==> src/rtl/clock_set_ctrl.sv <==
// clock_set_ctrl
//   24-hour timekeeping and time-setting controller. A free-running 1 s
//   prescaler advances SEC/MIN/HOUR in RUN. MODE button pulses walk a
//   three-state setting FSM, and the UP button adjusts the field being set.
//
// Ports
//   CLK       in   system clock, rising edge
//   RST       in   synchronous reset, active low
//   BTN[2:0]  in   one-cycle button pulses: [0]=MODE, [1]=UP, [2]=SEC_CLR
//   HOUR      out  hours 0..23
//   MIN       out  minutes 0..59
//   SEC       out  seconds 0..59
//   MODE      out  0=RUN, 1=SET_HOUR, 2=SET_MIN
//   BLANK_H   out  blank hour digits (blinks while setting hours)
//   BLANK_M   out  blank minute digits (blinks while setting minutes)
//   DAY_PULSE out  one-cycle pulse on 23:59:59 -> 00:00:00
//
// state    | meaning
// S_RUN    | normal timekeeping, UP ignored
// S_HOUR   | time frozen, UP increments HOUR
// S_MIN    | time frozen, UP increments MIN; leaving clears SEC and prescaler
module clock_set_ctrl #(
  parameter int CLK_FREQ = 48000000
) (
  input  logic       CLK,
  input  logic       RST,
  input  logic [2:0] BTN,
  output logic [4:0] HOUR,
  output logic [5:0] MIN,
  output logic [5:0] SEC,
  output logic [1:0] MODE,
  output logic       BLANK_H,
  output logic       BLANK_M,
  output logic       DAY_PULSE
);

  localparam int PW = (CLK_FREQ > 1) ? $clog2(CLK_FREQ) : 1;
  localparam logic [PW-1:0] PRESC_LAST = PW'(CLK_FREQ - 1);
  localparam logic [PW-1:0] PRESC_HALF = PW'(CLK_FREQ / 2);

  typedef enum logic [1:0] {
    S_RUN  = 2'd0,
    S_HOUR = 2'd1,
    S_MIN  = 2'd2
  } state_t;

  state_t        state, state_n;
  logic [PW-1:0] presc, presc_n;
  logic [4:0]    hour_n;
  logic [5:0]    min_n, sec_n;
  logic          blank_h_n, blank_m_n, day_n;
  logic          tick, half;
  logic          btn_mode, btn_up, btn_clr;

  assign btn_mode = BTN[0];
  assign btn_up   = BTN[1];
  assign btn_clr  = BTN[2];
  assign tick     = (presc == PRESC_LAST);
  assign half     = (presc >= PRESC_HALF);
  assign MODE     = state;

  always_ff @(posedge CLK) begin
    if (!RST) begin
      state     <= S_RUN;
      presc     <= '0;
      HOUR      <= '0;
      MIN       <= '0;
      SEC       <= '0;
      BLANK_H   <= 1'b0;
      BLANK_M   <= 1'b0;
      DAY_PULSE <= 1'b0;
    end else begin
      state     <= state_n;
      presc     <= presc_n;
      HOUR      <= hour_n;
      MIN       <= min_n;
      SEC       <= sec_n;
      BLANK_H   <= blank_h_n;
      BLANK_M   <= blank_m_n;
      DAY_PULSE <= day_n;
    end
  end

  always_comb begin
    state_n   = state;
    presc_n   = tick ? '0 : presc + PW'(1);
    hour_n    = HOUR;
    min_n     = MIN;
    sec_n     = SEC;
    day_n     = 1'b0;
    blank_h_n = (state == S_HOUR) && half;
    blank_m_n = (state == S_MIN) && half;

    // A tick that coincides with SEC_CLR is dropped rather than applied.
    if (state == S_RUN && tick && !btn_clr) begin
      if (SEC == 6'd59) begin
        sec_n = '0;
        if (MIN == 6'd59) begin
          min_n = '0;
          if (HOUR == 5'd23) begin
            hour_n = '0;
            day_n  = 1'b1;
          end else begin
            hour_n = HOUR + 5'd1;
          end
        end else begin
          min_n = MIN + 6'd1;
        end
      end else begin
        sec_n = SEC + 6'd1;
      end
    end

    // MODE wins over UP in the same cycle.
    if (btn_mode) begin
      case (state)
        S_RUN:  state_n = S_HOUR;
        S_HOUR: state_n = S_MIN;
        S_MIN: begin
          state_n = S_RUN;
          sec_n   = '0;
          presc_n = '0;
        end
        default: state_n = S_RUN;
      endcase
    end else if (btn_up) begin
      if (state == S_HOUR) begin
        hour_n = (HOUR == 5'd23) ? 5'd0 : HOUR + 5'd1;
      end else if (state == S_MIN) begin
        min_n = (MIN == 6'd59) ? 6'd0 : MIN + 6'd1;
      end
    end

    if (btn_clr) begin
      sec_n   = '0;
      presc_n = '0;
    end
  end

endmodule

==> config.mk <==
export PLATFORM = sky130hd
export DESIGN_NAME = clock_set_ctrl
export DESIGN_NICKNAME = d
export VERILOG_FILES = /design/src/rtl/clock_set_ctrl.sv
export SDC_FILE = /design/constraint.sdc
export NUM_CORES = 1
export LEC_CHECK = 0
export ABC_AREA = 1
export BUFFER_PORTS_ARGS = -buffer_cell sky130_fd_sc_hd__buf_4
export CORE_MARGIN = 2
export CORE_UTILIZATION = 55
export DETAILED_ROUTE_END_ITERATION = 6
export HOLD_SLACK_MARGIN = 0.12
export PLACE_DENSITY = 0.77
export SETUP_SLACK_MARGIN = 0.5
export SYNTH_ARGS = -nofsm -noshare
export SYNTH_HDL_FRONTEND = slang
export SYNTH_SLANG_ARGS = --single-unit
==> constraint.sdc <==
create_clock -name CLK -period 1.9 [get_ports CLK]
set_input_delay 0.38 -clock CLK [delete_from_list [all_inputs] [get_ports CLK]]
set_output_delay 0.38 -clock CLK [all_outputs]
set_load 0.005 [all_outputs]
==> results.sh <==
export IMPL_dr_total_vias=2748
export IMPL_die_x_um=74.1
export IMPL_fin_nets=476
export IMPL_power_leakage_nw=1.50
export IMPL_irDropWorstVdd_mv=0.305
export IMPL_power_total_w=0.00179
export IMPL_dpl_cell_area_um2=3060
export IMPL_avgViaCountPerCell=5.15
export IMPL_grt_pass1_wl_um=10700
export IMPL_synth_seq_cells=48
export IMPL_cts_tree="built"
export IMPL_post_dp_hpwl_um=4360
export IMPL_clockBufferDepth=2
export IMPL_antenna_found_initial=0
export IMPL_coreArea_um2=4720
export IMPL_drt_iter0_markers=131
export IMPL_cp_end_kind="register"
export IMPL_die_area_um2=5500
export IMPL_h_tree_depth=2
export IMPL_clk_latency_ns=0.31
export IMPL_globalplace_congestion=0.924
export IMPL_routed_wl_um=6760
export IMPL_syn_cell_area_um2=2710
export IMPL_clock_skew_ns=0.0141
export IMPL_grt_pass1_vias=2458
export IMPL_tns_ns=0
export IMPL_grt_max_degree=16
export IMPL_yosysSeqAreaShare_pct=35.5
export IMPL_syn_nets=419
export IMPL_postRouteAntennaNets=0
export IMPL_grt_overflow_total=0
export IMPL_synthTopCellsByArea="dfxtp_1 (36%), nand2_1 (12%), nor2_1 (11%)"
export IMPL_worstPathArrival_ns=1.81
export IMPL_fin_area_um2=3640
export IMPL_area_growth_pct=34.4
export IMPL_synth_top_area_cell="dfxtp_1"
export IMPL_rsz0062_at_grt="yes"
export IMPL_cap_viol_max_count=0
export IMPL_place_ws_ns=0.222
export IMPL_fin_ws_ns=0.295
export IMPL_powerDensity_nw_per_um2=492
export IMPL_cts_root_buf="clkbuf_8"
export IMPL_finalHoldViolCount=0
export IMPL_path_clk_slew_ns=0.09
export IMPL_drive_gt1_share_pct=32.5
export IMPL_hp_class="input port to register"
export IMPL_wl_per_cell_um=12.6
export IMPL_yosys_warnings=0
export IMPL_grt_use_total_pct=24.7
export IMPL_netlist_instances=409
export IMPL_first_pass_iters=6
export IMPL_rows=25
export IMPL_worstPathRequired_ns=2.11
export IMPL_outcome="completed"
export IMPL_worstPathMaxFanout=6
export IMPL_cts_made_buffers=5
export IMPL_setup_violations=0
export IMPL_maxSlewViolCount=0
export IMPL_tightest_slew_ns=0.427
export IMPL_start_util_pct=57.3
export IMPL_synth_distinct_cells=32
export IMPL_fmax_mhz=623
export IMPL_numClockSinks=48
export IMPL_synth_top_area_share_pct=35.5
export IMPL_syn_area_per_cell_um2=6.61
export IMPL_fin_crit_sh_pct=84.5
export IMPL_crit_type="register to register"
export IMPL_crit_path_start_kind="register"
export IMPL_antenna_cells=0
export IMPL_max_slew_margin_pct=71.3
export IMPL_port_buffers=26
export IMPL_drc=0
export IMPL_period_needed_ns=1.61
export IMPL_io_pins=27
export IMPL_die_h_um=74.1
[metal layers]
metal / global-route usage (%) / share of wire, %
met5: 0 / 0
met4: 6.87 / 1.4
met3: 4.07 / 3.9
met2: 41.9 / 50
met1: 32.5 / 45
[logic make-up after synthesis]
family / after synthesis / share of synthesized area (%)
compound gates: 45 / 9.20
simple gates: 239 / 42.0
buf+inv: 69 / 9.99
xor+xnor: 3 / 0.972
fa+ha+maj: 5 / 2.31
flops: 48 / 35.5
[worst paths after layout]
kind / startpoint / end / slack (ns) / cells past startpoint
setup / recovery: presc[0]$_SDFF_PP0_ / SEC[2]$_SDFF_PP0_ / 0.29 / 11
hold / removal: BTN[0] / MODE[0]$_SDFFE_PN0P_ / 0.27 / 2
setup reg to reg: presc[0]$_SDFF_PP0_ / SEC[2]$_SDFF_PP0_ / 0.29 / 11
hold reg to reg: SEC[0]$_SDFF_PP0_ / SEC[0]$_SDFF_PP0_ / 0.50 / 2
[stage by stage]
step / hold WS [ns] / std cells / util (%)
6_report: 0.268 / 534 / 77.0
5_1_grt: 0.263 / 534 / 77.0
2_1_floorplan: 0.430 / 409 / -
3_3_place_gp: 0.441 / 505 / 64.7
3_5_place_dp: 0.446 / 505 / 64.7
4_1_cts: 0.260 / 527 / 71.5
[report_power, final]
| group | switching [W] | internal [W] |
|---|---|---|
| logic | 0.0000867 | 0.0000564 |
| registers | 0.0000136 | 0.00101 |
| clock network | 0.000361 | 0.000263 |
| total | 0.000461 | 0.00133 |
[sequential cells by signal, summed over array words and instances (netlist names)]
signal / flops
presc: 26
MODE: 2
DAY_PULSE: 1
SEC: 6
HOUR: 5
BLANK_H: 1
MIN: 6
BLANK_M: 1
[critical path, cell delays in order (launching register included)]
cell and delay (ns):
dfxtp_4 0.37, ha_4 0.15, nand3_4 0.10, nor2_4 0.13
nand3_4 0.11, nor2_8 0.18, buf_12 0.14, nand2_8 0.06
inv_4 0.06, nand2_1 0.06, o21ai_1 0.11, nor2_1 0.04
[Yosys cell counts]
| cell type | number |
|---|---|
| nand3_1 | 23 |
| inv_2 | 4 |
| nand3_4 | 4 |
| a211oi_2 | 1 |
| a211oi_1 | 4 |
| nand2_4 | 3 |
| buf_1 | 1 |
| nor2_1 | 80 |
| nor2_4 | 2 |
| buf_6 | 1 |
| nand4_1 | 9 |
| nand3b_1 | 1 |
| o21ai_1 | 4 |
| nor3_2 | 2 |
| nand2_1 | 90 |
| nor3b_1 | 3 |
| a21oi_1 | 21 |
| nand2_2 | 3 |
| nor4_1 | 2 |
| a22oi_1 | 2 |
| o21ai_0 | 12 |
| and3b_1 | 1 |
| nor2_8 | 1 |
| nand3_2 | 2 |
| ha_1 | 5 |
| dfxtp_1 | 48 |
| inv_1 | 62 |
| nor3_1 | 9 |
| nor2_2 | 4 |
| xor2_1 | 3 |
| a31oi_1 | 1 |
| buf_4 | 1 |
[cells in the final DEF (no fill, tap or decap), types with 2 or more instances in the layout]
master / n
nand4_1: 9
ha_1: 3
xor2_1: 3
nor3_2: 3
dfxtp_4: 7
nand3_4: 6
o21ai_0: 4
nand2_2: 10
nor4_1: 2
nor2_2: 9
clkbuf_8: 5
nand2_4: 6
inv_1: 59
buf_6: 2
buf_4: 44
inv_2: 5
nand2_1: 81
a211oi_1: 2
a21oi_2: 4
nand3_1: 22
nor3_4: 2
buf_12: 3
nor2_4: 13
dfxtp_2: 11
o21ai_2: 4
a21oi_1: 17
nor3b_2: 3
nor2_1: 65
a211oi_2: 3
o21ai_1: 7
nor3_1: 6
clkinv_8: 2
dfxtp_1: 30
[repair_timing]
item,CTS,global route
buffers inserted,10,7
pin swaps,16,17
resized for setup,39,58
setup endpoints to repair,45,45
cloned,4,0
hold buffers,0,0
[final cells by class]
cell class                 count  area, um^2
fill                         355        1090
clock inverter                 2        16.3
timing repair buffer          49         413
multi-input combinational    295        1770
tap                           67        83.8
inverter                      66         263
timing repair inverter         1        16.3
clock buffer                   6        72.6
sequential                    48        1000
No activity file was read; power rests on OpenSTA's default activity.
